==> src/rtl/mfcc_regc_pkg.sv <==
// Shared definitions for the register-C source mux / accumulator:
// op codes, FSM state encoding and saturation constant helpers.
package mfcc_regc_pkg;

   // Operation applied to register C
   typedef enum logic [1:0] {
      OP_LOAD  = 2'b00,
      OP_ACC   = 2'b01,
      OP_SUB   = 2'b10,
      OP_CLEAR = 2'b11
   } regc_op_e;

   // Control FSM states
   typedef enum logic [1:0] {
      IDLE = 2'b00,
      EXEC = 2'b01,
      OUT  = 2'b10
   } regc_state_e;

   // Widest data path the saturation helpers support
   localparam int unsigned SAT_MAX_W = 64;

   // Largest positive signed value of a w-bit word, in the low w bits
   function automatic logic [SAT_MAX_W-1:0] sat_pos(input int unsigned w);
      return (64'd1 << (w - 1)) - 64'd1;
   endfunction

   // Most negative signed value of a w-bit word, in the low w bits
   function automatic logic [SAT_MAX_W-1:0] sat_neg(input int unsigned w);
      return 64'd1 << (w - 1);
   endfunction

endpackage

==> src/rtl/regc_alu.sv <==
// Combinational register-C update: load, accumulate, subtract, clear.
// ACC/SUB use a one-bit-wider signed intermediate for overflow detection.
// Build option REGC_SAT_EN: saturate on overflow instead of wrapping.
module regc_alu
   import mfcc_regc_pkg::*;
#(
   parameter int WIDTH = 16
) (
   input  regc_op_e          op,
   input  logic [WIDTH-1:0]  c_val,
   input  logic [WIDTH-1:0]  operand,
   output logic [WIDTH-1:0]  result,
   output logic              ovf
);

   logic [WIDTH:0] ext_c;
   logic [WIDTH:0] ext_o;
   logic [WIDTH:0] sum;
   logic           ovf_raw;

`ifdef REGC_SAT_EN
   localparam logic [SAT_MAX_W-1:0] SAT_POS_L = sat_pos(WIDTH);
   localparam logic [SAT_MAX_W-1:0] SAT_NEG_L = sat_neg(WIDTH);
   localparam logic [WIDTH-1:0]     SAT_POS   = SAT_POS_L[WIDTH-1:0];
   localparam logic [WIDTH-1:0]     SAT_NEG   = SAT_NEG_L[WIDTH-1:0];
`endif

   assign ext_c   = {c_val[WIDTH-1], c_val};
   assign ext_o   = {operand[WIDTH-1], operand};
   assign sum     = (op == OP_SUB) ? (ext_c - ext_o) : (ext_c + ext_o);
   // Sign of the wide result disagrees with the narrow sign bit on overflow
   assign ovf_raw = sum[WIDTH] ^ sum[WIDTH-1];

   // Select the new register-C value and qualify overflow with the op
   always_comb begin
      // NOTE: every output gets a default first so no path leaves it unassigned (no latch).
      result = '0;
      ovf    = 1'b0;
      unique case (op)
         OP_LOAD:  result = operand;
         OP_CLEAR: result = '0;
         OP_ACC, OP_SUB: begin
            ovf = ovf_raw;
`ifdef REGC_SAT_EN
            if (ovf_raw) result = sum[WIDTH] ? SAT_NEG : SAT_POS;
            else         result = sum[WIDTH-1:0];
`else
            result = sum[WIDTH-1:0];
`endif
         end
         default: result = '0;
      endcase
   end

endmodule

==> src/rtl/regc_mux_acc.sv <==
// Register-C source mux and accumulator. Selects one of NSRC signed
// sources, latches it with the op, updates C one cycle later and holds
// the result on an output handshake. Out-of-range selects map to the
// last channel. Build option REGC_SAT_EN enables saturating ACC/SUB.
module regc_mux_acc
   import mfcc_regc_pkg::*;
#(
   parameter int WIDTH = 16,
   parameter int NSRC  = 4,
   parameter int SELW  = 2
) (
   input  logic                  clk,
   input  logic                  rst_n,
   input  logic [NSRC*WIDTH-1:0] src_data,
   input  logic [NSRC-1:0]       src_valid,
   input  logic                  in_valid,
   output logic                  in_ready,
   input  logic [SELW-1:0]       in_sel,
   input  logic [1:0]            in_op,
   output logic                  out_valid,
   input  logic                  out_ready,
   output logic [WIDTH-1:0]      out_data,
   output logic                  err,
   output logic                  ovf
);

   localparam logic [SELW-1:0] LAST_SEL = SELW'(NSRC - 1);
   localparam logic [SELW:0]   NSRC_W   = (SELW + 1)'(NSRC);

   regc_state_e       state;
   regc_op_e          op_q;
   logic [WIDTH-1:0]  c_reg;
   logic [WIDTH-1:0]  opnd_q;
   logic              vld_q;

   logic [SELW-1:0]   sel_idx;
   logic [WIDTH-1:0]  sel_data;
   logic              sel_vld;
   logic [WIDTH-1:0]  alu_result;
   logic              alu_ovf;

   assign sel_idx  = ({1'b0, in_sel} >= NSRC_W) ? LAST_SEL : in_sel;
   assign out_data = c_reg;

   // Source mux: pick the selected channel's data and valid qualifier
   always_comb begin
      sel_data = '0;
      sel_vld  = 1'b0;
      for (int i = 0; i < NSRC; i++) begin
         if (sel_idx == SELW'(i)) begin
            sel_data = src_data[i*WIDTH +: WIDTH];
            sel_vld  = src_valid[i];
         end
      end
   end

   regc_alu #(
      .WIDTH (WIDTH)
   ) u_alu (
      .op      (op_q),
      .c_val   (c_reg),
      .operand (opnd_q),
      .result  (alu_result),
      .ovf     (alu_ovf)
   );

   // Control FSM with registered handshake outputs, register C and sticky flags
   always_ff @(posedge clk or negedge rst_n) begin
      if (!rst_n) begin
         state     <= IDLE;
         op_q      <= OP_LOAD;
         c_reg     <= '0;
         opnd_q    <= '0;
         vld_q     <= 1'b0;
         in_ready  <= 1'b1;
         out_valid <= 1'b0;
         err       <= 1'b0;
         ovf       <= 1'b0;
      end else begin
         // NOTE: non-blocking assignments so every register samples pre-edge values.
         unique case (state)
            IDLE: begin
               if (in_valid) begin
                  opnd_q   <= sel_data;
                  op_q     <= regc_op_e'(in_op);
                  vld_q    <= sel_vld;
                  in_ready <= 1'b0;
                  state    <= EXEC;
               end
            end
            EXEC: begin
               c_reg <= alu_result;
               if (op_q == OP_CLEAR) begin
                  err <= 1'b0;
                  ovf <= 1'b0;
               end else begin
                  if (!vld_q)  err <= 1'b1;
                  if (alu_ovf) ovf <= 1'b1;
               end
               out_valid <= 1'b1;
               state     <= OUT;
            end
            OUT: begin
               if (out_ready) begin
                  out_valid <= 1'b0;
                  in_ready  <= 1'b1;
                  state     <= IDLE;
               end
            end
            default: begin
               out_valid <= 1'b0;
               in_ready  <= 1'b1;
               state     <= IDLE;
            end
         endcase
      end
   end

endmodule

==> config.mk <==
export PLATFORM = sky130hd
export DESIGN_NAME = regc_mux_acc
export DESIGN_NICKNAME = d
export VERILOG_FILES = /design/src/rtl/mfcc_regc_pkg.sv /design/src/rtl/regc_alu.sv /design/src/rtl/regc_mux_acc.sv
export SDC_FILE = /design/constraint.sdc
export NUM_CORES = 1
export LEC_CHECK = 0
export CORE_MARGIN = 2
export CORE_UTILIZATION = 53
export DETAILED_ROUTE_END_ITERATION = 10
export GPL_ROUTABILITY_DRIVEN = 0
export PLACE_DENSITY = 0.91
export SLEW_MARGIN = 20
export SYNTH_ARGS = -nofsm -noshare
export SYNTH_HDL_FRONTEND = slang
export SYNTH_HIERARCHICAL = 1
export SYNTH_SLANG_ARGS = --single-unit
==> constraint.sdc <==
create_clock -name clk -period 7.3 [get_ports clk]
set_clock_uncertainty 0.05 [all_clocks]
set_input_delay 0.73 -clock clk [delete_from_list [all_inputs] [get_ports clk]]
set_output_delay 0.73 -clock clk [all_outputs]
set_load 0.01 [all_outputs]
==> results.md <==
Timing:
- The final count of hold timing violations is 0.
- The worst setup margin is 3.40 ns.
- The number of setup violations in the final report is 0.
- The worst slew slack as a fraction of its limit is 36.4%.
- Setup repair after global routing left no endpoint under its margin.
- The actual transition at the worst max-transition pin is 0.953 ns.
- The minimum clock period is 3.90 ns.
- The maximum clock rate is 0.257 GHz.
- The count of pins over their slew limit is 0.
- Setup total negative slack on the finished layout was measured at 0 ns.
- The share of the clock period used by the worst path is 53.4%.

Routing:
- The count of unresolved DRC violations after routing is 0.
- The overall via count from detail_route is 3173.
- In the routed layout, each cell is associated on average with a via count of 6.15.
- The count of nets left with antenna violations after detail routing is 0.
- The routed wire length per instance is 17.5 µm.
- The wire length reported by the detailed router is 9040 µm.
- The number of iterations in the first detailed-routing pass is 5.
- After the first detailed-routing iteration, the DRC count stood at 232.

Floorplanning:
- Once the floorplan was initialized, standard cells occupied 53.9% of the core.
- The number of I/O pins is 96.
- The floorplan step set the die height to 83.7 µm.
- From left edge to right edge, the die measures 83.7 µm.
- The die covers 7000 µm².
- The placement row count is 29.
- The region available for standard cell placement spans 6240 µm².

Power:
- Of the total power, the share spent switching nets is 46.7%.
- Sequential cells burn 20.2% of the power.
- The design draws 2.30 mW.
- Of the total power, the clock network draws 10.0%.
- The internal power contribution is 1.23 mW.
- Of the total power, combinational logic draws 69.8%.
- In this run the static leakage power is 1.91 nW.
- Dividing total power by cell area gives a power density of 519 nW/µm².
- The analysis attributes to net switching a power of 1.07 mW.
- VDD sags by at most 0.000247 V.

Hold path:
- The path class of the tightest hold or removal check is register to register.
- In this run the most critical hold path is launched from op_q[0].
- The number of instances on the worst hold path is 1.

Yosys:
- Ranked by instance count, the synthesized netlist is headed by sky130_fd_sc_hd__dfrtp_1 (40), sky130_fd_sc_hd__nand2_1 (36), sky130_fd_sc_hd__mux2i_1 (34).
- The post-synthesis sequential area ratio is 30.5%.
- In this run, synthesis produced a sequential element count of 41.
- Yosys attributes the largest share of cell area to sky130_fd_sc_hd__dfrtp_1 (30%), sky130_fd_sc_hd__mux2i_1 (10%), sky130_fd_sc_hd__ha_1 (7.1%).
- sky130_fd_sc_hd__dfrtp_1 is the most common cell in the netlist.
- Yosys mapped a number of flops with a built-in enable equal to 0.
- The average instance area after synthesis is 9.53 µm².
- Of all flip-flops after synthesis, the portion carrying an async set or reset was 100%.
- Summing every instance area after synthesis gives 3360 µm².
- The largest total area in the synthesized netlist belongs to sky130_fd_sc_hd__dfrtp_1.
- For this run, the leading register cell type out of synthesis is sky130_fd_sc_hd__dfrtp_1.
- The number of nets in the synthesized netlist is 449.
- The number of instances in the synthesized netlist is 353.
- The number of unique standard cell types used by synthesis is 45.
- The top-area cell type share of the netlist area is 29.8%.
- The number of warnings reported in the yosys synthesis log is 6.

Finish:
- After routing the design area is 4430 µm².
- The fraction of final layout cells with drive strength greater than 1 is 10.5%.
- The relative area change from synthesis to final layout is 31.6%.
- The final net count is 534.
- The number of antenna repair diodes is 0.
- The number of cells in the finished layout apart from fillers is 516.

Clock tree:
- The number of levels the H-tree was split into is 2.
- The buffer levels on the longest clock path is 2.
- TritonCTS built the clock tree.
- Clock tree synthesis selected as its root buffer the cell sky130_fd_sc_hd__clkbuf_8.
- For the worst-skew pair, the clock arrives at the later sink with an insertion delay of 0.31 ns.
- The post-cts repair resize count is 0.
- Counting every sink on the clock net gives 41.
- The number of hold-repair buffers added at the cts stage is 0.
- The clock edge transition at the registers on the reported setup and hold paths is 0.09 ns.
- The post-CTS setup buffer count is 0.
- Clock tree synthesis inserted a total of 5 buffers.

Placed design:
- The number of buffers added on ports is 95.
- The placed standard-cell area is 4290 µm².
- Detailed placement finished with a half-perimeter wire length of 6530 µm.
- The placement-stage worst setup slack is 3.59 ns.
- The post-placement cell count is 508.

Job:
- The number of max-cap violations is 0.

Global route:
- The largest net degree at the start of global routing is 42.
- The leftover overflow at the end of global routing is 0.
- The initial antenna violation count is 0.
- The total routing resource utilization after global routing is 26.4%.
- The first global-routing pass estimated 15000 µm of wire.
- The number of global-route vias before repair is 3117.

Setup path:
- The number of cells traversed by the worst register-to-register path is 14.
- The start point of the critical path is opnd_q[4].
- The critical path is of the register to register type.
- The endpoint type of the worst setup path is a register.
- The required arrival time at the worst endpoint is 7.44 ns.
- The worst register-to-register path begins at opnd_q[4].
- The worst setup path is launched from a register.
- The arrival time at the worst endpoint is 4.04 ns.
- The highest fanout seen on the critical path is 7.

Outcome:
- The flow ran to the end, and the final reports show no timing, DRC or antenna violations.
==> stage by stage <==
step / hold WS, ns / util (%)
after floorplan: 0.384 / -
after global placement: 0.429 / 68.7
after detailed placement: 0.448 / 68.7
after CTS: 0.474 / 71.0
after global routing: 0.489 / 71.0
final: 0.468 / 71.0
==> area by class of cell <==
class,instances,area [µm²]
timing repair buffer,96,948
multi-input combinational,279,2160
clock buffer,5,68.8
inverter,15,56.3
sequential,41,1030
clock inverter,3,68.8
fill,448,1810
tap,77,96.3
==> metal layers <==
metal	track usage, %	vias to the layer above	share of wire [%]
met1	33.8	1510	41
li1	-	1467	-
met5	0	-	0
met2	45.6	174	50
met3	4.95	22	7.1
met4	7.48	0	1.9
==> cell families after synthesis <==
kind of cell	after synthesis	synth area share [%]
adders and majority gates	20	7.66
AOI/OAI and AO/OA	90	19.5
and+or+nand+nor	88	12.9
xor gates and xnor gates	28	7.70
DFF	41	30.5
muxes	53	16.5
buffers and inverters	33	5.21
==> worst paths after layout <==
kind	endpoint	slack (ns)
max	ovf	3.40
min	err	0.47
max reg2reg	ovf	3.40
min reg2reg	err	0.47
max in group asynchronous	out_data[4]	6.12
min in group asynchronous	opnd_q[0]	0.50
==> flip-flops by register name (all words and copies together) (netlist names), 2 cells and up <==
signal	count
op_q	2
state	2
opnd_q	16
out_data	16
==> power by group through the flow <==
stage | clock network (mW) | registers, mW | logic (mW)
final | 0.230 | 0.464 | 1.61
after global routing | 0.240 | 0.478 | 1.75
after CTS | 0.230 | 0.461 | 1.57
after detailed placement | 0 | 0.462 | 1.53
after global placement | 0 | 0.456 | 1.48
after floorplan | 0 | 0.451 | 1.16
==> critical path, cell delays in order (launching register included) <==
cell and delay [ns]:
sky130_fd_sc_hd__dfrtp_1 0.44, sky130_fd_sc_hd__or4_4 0.59, sky130_fd_sc_hd__nor4b_4 0.43, sky130_fd_sc_hd__nor2_1 0.10
sky130_fd_sc_hd__xnor2_1 0.15, sky130_fd_sc_hd__ha_1 0.38, sky130_fd_sc_hd__a21oi_1 0.16, sky130_fd_sc_hd__o21ai_0 0.13
sky130_fd_sc_hd__nand3_1 0.13, sky130_fd_sc_hd__nand3_1 0.11, sky130_fd_sc_hd__a41oi_1 0.37, sky130_fd_sc_hd__xnor3_1 0.40
sky130_fd_sc_hd__and2_1 0.18, sky130_fd_sc_hd__a21oi_1 0.12, sky130_fd_sc_hd__a31oi_1 0.06
==> layout by cell type (no fill, tap or decap), types with 3 or more instances in the layout <==
cell	instances
sky130_fd_sc_hd__clkdlybuf4s50_1	93
sky130_fd_sc_hd__dfrtp_1	40
sky130_fd_sc_hd__nand2_1	36
sky130_fd_sc_hd__mux2i_1	34
sky130_fd_sc_hd__o21ai_0	24
sky130_fd_sc_hd__a21oi_1	20
sky130_fd_sc_hd__xnor2_1	20
sky130_fd_sc_hd__mux2_2	19
sky130_fd_sc_hd__ha_1	19
sky130_fd_sc_hd__nor2_1	16
sky130_fd_sc_hd__inv_1	15
sky130_fd_sc_hd__o221ai_2	10
sky130_fd_sc_hd__nor3_1	9
sky130_fd_sc_hd__a31oi_1	8
sky130_fd_sc_hd__o221ai_1	7
sky130_fd_sc_hd__nand2b_1	7
sky130_fd_sc_hd__nand3_1	7
sky130_fd_sc_hd__xor2_1	7
sky130_fd_sc_hd__clkbuf_8	5
sky130_fd_sc_hd__o31ai_1	4
sky130_fd_sc_hd__a21o_1	3
sky130_fd_sc_hd__a211oi_1	3
sky130_fd_sc_hd__a41oi_1	3
Note: power is estimated with default switching activity, not from simulation.
